[src/rtl/aludec_seq_pkg.sv]
// Shared constants, state encoding and decode helpers for the ID/EX ALU-control decoder.
package aludec_seq_pkg;

  typedef enum logic [1:0] {EMPTY, FULL, MDU} state_t;

  localparam logic [5:0] OP_SPECIAL = 6'h00;
  localparam logic [5:0] OP_BEQ     = 6'h04;
  localparam logic [5:0] OP_ADDI    = 6'h08;
  localparam logic [5:0] OP_ADDIU   = 6'h09;
  localparam logic [5:0] OP_SLTI    = 6'h0A;
  localparam logic [5:0] OP_SLTIU   = 6'h0B;
  localparam logic [5:0] OP_ANDI    = 6'h0C;
  localparam logic [5:0] OP_ORI     = 6'h0D;
  localparam logic [5:0] OP_XORI    = 6'h0E;
  localparam logic [5:0] OP_LUI     = 6'h0F;
  localparam logic [5:0] OP_LW      = 6'h23;
  localparam logic [5:0] OP_SW      = 6'h2B;

  localparam logic [5:0] F_SLL   = 6'h00;
  localparam logic [5:0] F_SRL   = 6'h02;
  localparam logic [5:0] F_SRA   = 6'h03;
  localparam logic [5:0] F_SLLV  = 6'h04;
  localparam logic [5:0] F_SRLV  = 6'h06;
  localparam logic [5:0] F_SRAV  = 6'h07;
  localparam logic [5:0] F_MULT  = 6'h18;
  localparam logic [5:0] F_MULTU = 6'h19;
  localparam logic [5:0] F_DIV   = 6'h1A;
  localparam logic [5:0] F_DIVU  = 6'h1B;
  localparam logic [5:0] F_ADD   = 6'h20;
  localparam logic [5:0] F_ADDU  = 6'h21;
  localparam logic [5:0] F_SUB   = 6'h22;
  localparam logic [5:0] F_SUBU  = 6'h23;
  localparam logic [5:0] F_AND   = 6'h24;
  localparam logic [5:0] F_OR    = 6'h25;
  localparam logic [5:0] F_XOR   = 6'h26;
  localparam logic [5:0] F_NOR   = 6'h27;
  localparam logic [5:0] F_SLT   = 6'h2A;
  localparam logic [5:0] F_SLTU  = 6'h2B;

  localparam logic [7:0] EXE_AND_OP   = 8'b0010_0100;
  localparam logic [7:0] EXE_OR_OP    = 8'b0010_0101;
  localparam logic [7:0] EXE_XOR_OP   = 8'b0010_0110;
  localparam logic [7:0] EXE_NOR_OP   = 8'b0010_0111;
  localparam logic [7:0] EXE_ANDI_OP  = 8'b0101_1001;
  localparam logic [7:0] EXE_ORI_OP   = 8'b0101_1010;
  localparam logic [7:0] EXE_XORI_OP  = 8'b0101_1011;
  localparam logic [7:0] EXE_LUI_OP   = 8'b0101_1100;
  localparam logic [7:0] EXE_SLL_OP   = 8'b0111_1100;
  localparam logic [7:0] EXE_SLLV_OP  = 8'b0000_0100;
  localparam logic [7:0] EXE_SRL_OP   = 8'b0000_0010;
  localparam logic [7:0] EXE_SRLV_OP  = 8'b0000_0110;
  localparam logic [7:0] EXE_SRA_OP   = 8'b0000_0011;
  localparam logic [7:0] EXE_SRAV_OP  = 8'b0000_0111;
  localparam logic [7:0] EXE_SLT_OP   = 8'b0010_1010;
  localparam logic [7:0] EXE_SLTU_OP  = 8'b0010_1011;
  localparam logic [7:0] EXE_SLTI_OP  = 8'b0101_0111;
  localparam logic [7:0] EXE_SLTIU_OP = 8'b0101_1000;
  localparam logic [7:0] EXE_ADD_OP   = 8'b0010_0000;
  localparam logic [7:0] EXE_ADDU_OP  = 8'b0010_0001;
  localparam logic [7:0] EXE_SUB_OP   = 8'b0010_0010;
  localparam logic [7:0] EXE_SUBU_OP  = 8'b0010_0011;
  localparam logic [7:0] EXE_ADDI_OP  = 8'b0101_0101;
  localparam logic [7:0] EXE_ADDIU_OP = 8'b0101_0110;
  localparam logic [7:0] EXE_MULT_OP  = 8'b0001_1000;
  localparam logic [7:0] EXE_MULTU_OP = 8'b0001_1001;
  localparam logic [7:0] EXE_DIV_OP   = 8'b0001_1010;
  localparam logic [7:0] EXE_DIVU_OP  = 8'b0001_1011;
  localparam logic [7:0] EXE_LW_OP    = 8'b1110_0011;
  localparam logic [7:0] EXE_SW_OP    = 8'b1110_1011;
  localparam logic [7:0] EXE_BEQ_OP   = 8'b0101_0001;

  typedef struct packed {
    logic [7:0] code;
    logic       ri;
  } dec_t;

  function automatic logic is_mdu(input logic [5:0] op, input logic [5:0] funct);
    return (op == OP_SPECIAL) &&
           (funct == F_MULT || funct == F_MULTU || funct == F_DIV || funct == F_DIVU);
  endfunction

  // Multiply/divide ops decode as reserved when the sequencer is not built.
  function automatic dec_t decode(input logic [5:0] op, input logic [5:0] funct,
                                  input logic mdu_en);
    dec_t d;
    d.code = '0;
    d.ri   = 1'b0;
    case (op)
      OP_SPECIAL: begin
        case (funct)
          F_AND:   d.code = EXE_AND_OP;
          F_OR:    d.code = EXE_OR_OP;
          F_XOR:   d.code = EXE_XOR_OP;
          F_NOR:   d.code = EXE_NOR_OP;
          F_SLL:   d.code = EXE_SLL_OP;
          F_SRL:   d.code = EXE_SRL_OP;
          F_SRA:   d.code = EXE_SRA_OP;
          F_SLLV:  d.code = EXE_SLLV_OP;
          F_SRLV:  d.code = EXE_SRLV_OP;
          F_SRAV:  d.code = EXE_SRAV_OP;
          F_ADD:   d.code = EXE_ADD_OP;
          F_ADDU:  d.code = EXE_ADDU_OP;
          F_SUB:   d.code = EXE_SUB_OP;
          F_SUBU:  d.code = EXE_SUBU_OP;
          F_SLT:   d.code = EXE_SLT_OP;
          F_SLTU:  d.code = EXE_SLTU_OP;
          F_MULT:  if (mdu_en) d.code = EXE_MULT_OP;  else d.ri = 1'b1;
          F_MULTU: if (mdu_en) d.code = EXE_MULTU_OP; else d.ri = 1'b1;
          F_DIV:   if (mdu_en) d.code = EXE_DIV_OP;   else d.ri = 1'b1;
          F_DIVU:  if (mdu_en) d.code = EXE_DIVU_OP;  else d.ri = 1'b1;
          default: d.ri = 1'b1;
        endcase
      end
      OP_ANDI:  d.code = EXE_ANDI_OP;
      OP_XORI:  d.code = EXE_XORI_OP;
      OP_LUI:   d.code = EXE_LUI_OP;
      OP_ORI:   d.code = EXE_ORI_OP;
      OP_ADDI:  d.code = EXE_ADDI_OP;
      OP_ADDIU: d.code = EXE_ADDIU_OP;
      OP_SLTI:  d.code = EXE_SLTI_OP;
      OP_SLTIU: d.code = EXE_SLTIU_OP;
      OP_LW:    d.code = EXE_LW_OP;
      OP_SW:    d.code = EXE_SW_OP;
      OP_BEQ:   d.code = EXE_BEQ_OP;
      default:  d.ri = 1'b1;
    endcase
    return d;
  endfunction

endpackage

[src/rtl/aludec_mdu_cnt.sv]
// Busy-cycle counter for multiply/divide sequencing: load, decrement to zero, zero flag.
module aludec_mdu_cnt #(
  parameter int unsigned W = 6
) (
  input  logic         clk,
  input  logic         rst_n,
  input  logic         clear,
  input  logic         load,
  input  logic [W-1:0] load_val,
  input  logic         dec,
  output logic         zero
);

  logic [W-1:0] count;

  always_ff @(posedge clk or negedge rst_n) begin
    if (!rst_n)                  count <= '0;
    else if (clear)              count <= '0;
    else if (load)               count <= load_val;
    else if (dec && count != '0) count <= count - 1'b1;
  end

  assign zero = (count == '0);

endmodule

[src/rtl/aludec_seq.sv]
// Registered ALU-control decoder with one-entry valid/ready hold and multiply/divide busy sequencing.
// Define ALUDEC_MDU_EN to build the MULT/DIV sequencer; otherwise those ops decode as reserved.
module aludec_seq #(
  parameter int unsigned CTRL_W      = 8,
  parameter int unsigned MULT_CYCLES = 4,
  parameter int unsigned DIV_CYCLES  = 32
) (
  input  logic              clk,
  input  logic              rst_n,
  input  logic              flush,
  input  logic              in_valid,
  input  logic [5:0]        op,
  input  logic [5:0]        funct,
  output logic              in_ready,
  output logic              out_valid,
  input  logic              out_ready,
  output logic [CTRL_W-1:0] alucontrol,
  output logic              ri,
  output logic              busy,
  output logic              mdu_start,
  output logic              mdu_sign,
  output logic              mdu_abort
);
  import aludec_seq_pkg::*;

`ifdef ALUDEC_MDU_EN
  localparam logic MDU_EN = 1'b1;
`else
  localparam logic MDU_EN = 1'b0;
`endif

  if (MULT_CYCLES == 0 || DIV_CYCLES == 0) begin : g_cfg_check
    $error("aludec_seq: MULT_CYCLES and DIV_CYCLES must be at least 1");
  end

  state_t state, state_nxt;
  dec_t   dcd;
  logic   accept;
  logic   held_mdu;
  logic   cnt_zero;

  assign dcd    = decode(op, funct, MDU_EN);
  assign accept = in_valid & in_ready & ~flush;

  always_ff @(posedge clk or negedge rst_n) begin
    if (!rst_n) state <= EMPTY;
    else        state <= state_nxt;
  end

  always_comb begin
    state_nxt = state;
    if (flush) begin
      state_nxt = EMPTY;
    end else begin
      case (state)
        EMPTY: if (accept) state_nxt = FULL;
        FULL: begin
          if (out_ready) begin
            if (held_mdu)     state_nxt = MDU;
            else if (!accept) state_nxt = EMPTY;
          end
        end
        MDU:     if (cnt_zero) state_nxt = EMPTY;
        default: state_nxt = EMPTY;
      endcase
    end
  end

  always_comb begin
    in_ready  = 1'b0;
    mdu_start = 1'b0;
    mdu_abort = 1'b0;
    case (state)
      EMPTY: in_ready = 1'b1;
      FULL: begin
        in_ready  = out_ready & ~held_mdu;
        mdu_start = out_ready & held_mdu & ~flush;
      end
      MDU:     mdu_abort = flush & MDU_EN;
      default: ;
    endcase
  end

  assign out_valid = (state == FULL);
  assign busy      = MDU_EN & (state == MDU);

  always_ff @(posedge clk or negedge rst_n) begin
    if (!rst_n) begin
      alucontrol <= '0;
      ri         <= 1'b0;
    end else if (accept) begin
      alucontrol <= CTRL_W'(dcd.code);
      ri         <= dcd.ri;
    end
  end

`ifdef ALUDEC_MDU_EN
  localparam int unsigned MAX_CYC = (MULT_CYCLES > DIV_CYCLES) ? MULT_CYCLES : DIV_CYCLES;
  localparam int unsigned CNT_W   = $clog2(MAX_CYC) + 1;

  logic             held_div;
  logic             sign_q;
  logic [CNT_W-1:0] cnt_load;

  always_ff @(posedge clk or negedge rst_n) begin
    if (!rst_n) begin
      held_mdu <= 1'b0;
      held_div <= 1'b0;
      sign_q   <= 1'b0;
    end else if (accept) begin
      held_mdu <= is_mdu(op, funct);
      held_div <= is_mdu(op, funct) && (funct == F_DIV || funct == F_DIVU);
      sign_q   <= is_mdu(op, funct) && (funct == F_MULT || funct == F_DIV);
    end
  end

  // Loading N-1 and leaving MDU on the zero count gives exactly N busy cycles.
  assign cnt_load = held_div ? CNT_W'(DIV_CYCLES - 1) : CNT_W'(MULT_CYCLES - 1);
  assign mdu_sign = sign_q;

  aludec_mdu_cnt #(.W(CNT_W)) u_cnt (
    .clk      (clk),
    .rst_n    (rst_n),
    .clear    (flush),
    .load     (mdu_start),
    .load_val (cnt_load),
    .dec      (state == MDU),
    .zero     (cnt_zero)
  );
`else
  assign held_mdu = 1'b0;
  assign cnt_zero = 1'b1;
  assign mdu_sign = 1'b0;
`endif

endmodule

[config.mk]
export PLATFORM = sky130hd
export DESIGN_NAME = aludec_seq
export DESIGN_NICKNAME = d
export VERILOG_FILES = /design/src/rtl/aludec_seq_pkg.sv /design/src/rtl/aludec_mdu_cnt.sv /design/src/rtl/aludec_seq.sv
export SDC_FILE = /design/constraint.sdc
export NUM_CORES = 1
export LEC_CHECK = 0
export BUFFER_PORTS_ARGS = -buffer_cell sky130_fd_sc_hd__buf_4
export CORE_UTILIZATION = 42
export DETAILED_ROUTE_END_ITERATION = 6
export MAX_ROUTING_LAYER = met4
export PLACE_DENSITY = 0.78
export SLEW_MARGIN = 15
export SYNTH_ARGS = -nofsm -noshare
export SYNTH_HDL_FRONTEND = slang
export SYNTH_SLANG_ARGS = --single-unit
[constraint.sdc]
create_clock -name clk -period 1.6 [get_ports clk]
set_input_delay 0.32 -clock clk [delete_from_list [all_inputs] [get_ports clk]]
set_output_delay 0.32 -clock clk [all_outputs]
set_load 0.05 [all_outputs]
Word level (Yosys, flattened, before mapping)
Cells that the tools add are included.
{ "word_totals": {"inputBits": 17, "wordCells": 52, "reg_bits": 11, "output_inout_bits": 15} }
{ "op_classes": {"n_eq_ne": 30, "n_reduce_logical": 6, "bitwise": 3, "n_mux": 10} }
{ "op_table": {"columns": ["cell", "count"], "rows": [
  ["$pmux 7 s16", 1],
  ["$pmux 8 s12", 1],
  ["$eq 6x6->1 const B", 12],
  ["$eq 6x4->1 const B", 8],
  ["$eq 6x3->1 const B", 4],
  ["$reduce_or 16->1", 1],
  ["$eq 6x2->1 const B", 2],
  ["$logic_not 6->1", 2],
  ["$reduce_or 11->1", 1],
  ["$mux 2", 4],
  ["$ne 3x3->1 const B", 2],
  ["$pmux 1 s2", 2],
  ["$pmux 2 s2", 1],
  ["$ne 3x2->1 const B", 1],
  ["$reduce_and 3->1", 1],
  ["$and 1x1->1", 2],
  ["$eq 2x1->1 const B", 1],
  ["$logic_not 2->1", 1],
  ["$mux 1", 1],
  ["$not 1->1", 1]
]} }

Longest topological paths before layout
{ "logic_depth": {"ltp_word": 8, "ltp_mapped": 6, "depth_no_buf": 6} }

Worst setup path after synthesis
No wires, ideal clock.
{ "synth_path": {"kind": "register -> register", "start": "register state[0]", "end": "register ri", "slack_ns": -0.273, "t_required_ns": 1.479, "stages_incl_launch_ff": 7, "n_path_buf": 0, "arrival_time_ns": 1.752, "synth_period_minus_slack_ns": 1.873, "setup_ns": 0.121, "path_cell_list": "dfrtp_1 > nor2b_1 > inv_1 > nand3b_1 > nor2_1 > nand2_1 > o22a_1"} }
{ "synth_via": {"elab_chain_len": 4, "elab_cells_between_ends": 5, "cone_classes": "eq/ne: 1; mux: 1; bitwise: 2; reduce/logical: 1"} }
{ "synth_lines": {"columns": ["item", "line", "text"], "rows": [
  ["start: declaration", "aludec_seq.sv:36", "state_t state, state_nxt;"],
  ["start signal: assignment", "aludec_seq.sv:47", "else state <= state_nxt;"],
  ["$eq 2x1->1 or $logic_not 2->1 (tied branches)", "aludec_seq.sv:73", "case (state)"],
  ["$pmux 1 s2 (*)", "aludec_seq.sv:73", null],
  ["net in_ready", "aludec_seq.sv:14", "output logic in_ready,"],
  ["$and 1x1->1 (*) (2 in series)", "aludec_seq.sv:43", "assign accept = in_valid & in_ready & ~flush;"],
  ["end signal: assignment", "aludec_seq.sv:93", "ri <= dcd.ri;"],
  ["end: declaration", "aludec_seq.sv:18", "output logic ri,"]
]} }
The timed path passes the listed nets; every way through them passes the cells marked *.
A chain may end at the register's enable or synchronous reset.

Worst setup path in the final report
{ "layout_path": {"start": "register state[0]", "end": "output in_ready"} }
{ "layout_via": {"elab_chain_len": 2, "elab_cells_between_ends": 3, "cone_classes": "eq/ne: 1; mux: 1; reduce/logical: 1"} }
{ "layout_lines": {"columns": ["item", "line"], "rows": [
  ["$eq 2x1->1 or $logic_not 2->1 (tied branches)", "aludec_seq.sv:73"],
  ["$pmux 1 s2 (*)", "aludec_seq.sv:73"],
  ["end: declaration", "aludec_seq.sv:14"]
]} }
Mark *: on every way between the ends. The rest lies on a longest branch, timed or not.

==> results.cfg <==
[grt]
grt_pass1_wl_um = 2822
grt_usage_pct = 20.67
antenna_found_initial = 0
overflow = 0
grt_pass1_vias = 673
grt_max_degree = 11

[worst_setup_path]
worstPathArrival_ps = 1090
cp-end-kind = primary output
critPathMaxFanout = 3
worstSetupPathType = reg -> out
cp_cell_sequence = nor2b_2, inv_4, buf_4
startpoint_type = register
slowest_stage = dfrtp_2
required_ps = 1280
max_stage_delay_ps = 360

[floorplanning]
floorplan.die.width_um = 42.99
die_h_um = 42.99
initial_core_util_pct = 45.78
rows = 14
ios = 32
core_area_um2 = 1541
die-area_um2 = 1848

[synthesis]
seq_area_frac_synth_pct = 35.46
yosysMostFrequentCell = nand2_1
synth_seq_cells = 10
netlist_top_cells_area = dfrtp_1 35%, nand2_1 7.4%, o21ai_0 5.7%
synthSimpleGateAreaFrac_pct = 26.77
synth_edf_count = 0
syn_area_um2 = 705.7
synth_flop_cell = dfrtp_1
synthDominantCellAreaShare_pct = 35.46
ys_types = 34
synth.area.mux_share_pct = 1.418
synth-compound-area-share_pct = 26.95
yosys.area_share.xor_xnor_pct = 0
synth_warnings = 0
syn_area_per_cell_um2 = 7.929
ys_top_cells_by_count = 14 x nand2_1, 10 x dfrtp_1, 10 x nor2_1
yosysTopAreaCell = dfrtp_1
synth-adder-area-share_pct = 1.418
syn_inst = 89
async_flop_share_pct = 100.0
synth_top_family_by_area = compound AO/OA/AOI/OAI gates

[layout]
antenna_cells = 0
multiInputGateArea_um2 = 416.7
synthToLayoutAreaGrowth_pct = 39.72
seq_area_um2 = 251.5
drive_gt1_share_pct = 34.68
nets = 142
post-route-cell-area_um2 = 985.9
fill_cells = 148

[power_and_ir_drop]
p_clk_share_pct = 25.5
power_density_nw_per_um2 = 761.6
p_leak_nw = 0.4565
switching_share_pct = 37.73
power.switching_mw = 0.2833
pwr-share-comb_pct = 36.8
p_seq_share_pct = 37.7
irDropWorstVdd_v = 0.0004604
p_int_mw = 0.4676

[sta]
fin_crit_ps = 1409
fin_crit_sh_pct = 88.08
setup_viol = 0
hold_violations = 0
tns_ps = 0
rsz0062_at_grt = no
clock_skew_ps = 5.962
slew_violations = 0
timing.fmax_mhz = 709.6

[routing]
dr.pass1.iters = 4
wl_um = 1775
drtIter0Drc = 54
wl_per_cell_um = 12.68
ant_nets = 0
via_count = 765
viasPerCell = 5.464
drc = 0

[clock_network]
postCtsSetupBuffers = 0
cts-buffers-inserted = 3
cts-root-buf = clkbuf_4
clockBufferDepth = 2
clkLatencyLatePin_ps = 270
clock_sinks = 10
clk_pin_slew_ps = 70
cts_tree = yes
htreeDepth = 1

[status]
status = completed

[placed_design]
placed_area_um2 = 949.7
gp_congestion = 0.9374
portBuffers = 27
place_hpwl_um = 1434

[hold_path]
hold_path.class = in -> reg

[flow_run]
maxCapViolations = 0
-- worst max-delay path: cells and delay by family (launching register included) --
family | cells | cell delay (ps)
buffers and inverters | 2 | 220
flip-flops | 1 | 360
AND/OR/NAND/NOR | 1 | 230
-- power by group through the flow --
stage | logic (mW) | registers, mW | clock network (mW)
6_report | 0.277 | 0.283 | 0.191
5_1_grt | 0.294 | 0.285 | 0.196
4_1_cts | 0.277 | 0.283 | 0.188
3_5_place_dp | 0.274 | 0.288 | 0
3_3_place_gp | 0.270 | 0.287 | 0
2_1_floorplan | 0.0995 | 0.358 | 0
-- cells by family after synthesis --
family / Yosys count
other: 1
adders and majority gates: 1
and+or+nand+nor: 38
buffers and inverters: 10
muxes: 1
AOI/OAI and AO/OA: 28
DFF: 10
-- what timing repair did --
item,CTS,global route
hold endpoints to repair,10,0
hold buffers,1,0
gates resized for setup,0,0
-- registers in the layout (all words and copies together), names as in the netlist --
| signal | count |
|---|---|
| alucontrol | 8 |
| state | 1 |
| ri | 1 |
-- stage by stage --
stage                     power [mW]  hold WS [ps]  instances  util (%)  setup WS, ps
final                         0.7509         212.9        140     63.96         190.7
after floorplan               0.4577         24.41         92         -         66.58
after detailed placement      0.5625         156.5        135     61.61        -64.16
after global routing          0.7753         216.1        140     63.96         62.77
after CTS                     0.7477         217.2        140     63.96         186.5
after global placement        0.5566         153.6        135     61.61         6.211
-- area by class of cell --
cell class | count | area share, %
repair buffers | 33 | 25.38
multi-input cells | 72 | 42.26
flip-flops and latches | 10 | 25.51
well taps | 16 | 2.030
inverters | 5 | 2.157
clock buffers | 4 | 2.665
-- routing by layer --
| layer | wire length [µm] | GRT usage [%] | share of wire, % |
|---|---|---|---|
| met5 | 0 | - | 0 |
| met4 | 16 | 9.091 | 0.90 |
| met3 | 143 | 3.830 | 8.1 |
| met2 | 829 | 32.73 | 47 |
| met1 | 786 | 25.74 | 44 |
-- placed cells by master, fill, tap and decap left out, drive strengths merged, types with 2 or more instances in the layout --
master  Yosys  layout
buf         4      32
nand2      14      14
nor2       10      10
dfrtp      10      10
o21ai       9       9
a21oi       7       7
inv         5       5
conb        1       4
clkbuf      1       4
or3         3       3
o22ai       2       2
o22a        2       2
nor2b       2       2
-- final timing paths --
kind	start	slack [ps]	cells after the start	to
max in group asynchronous	rst_n	1040	2	state[0]
min reg2reg	alucontrol[3]	480	2	alucontrol[3]
max reg2reg	state[0]	320	4	alucontrol[6]
min	flush	210	2	state[0]
min in group asynchronous	rst_n	410	2	alucontrol[7]
max	state[0]	190	3	in_ready
Power figures use the tool's default switching activity.
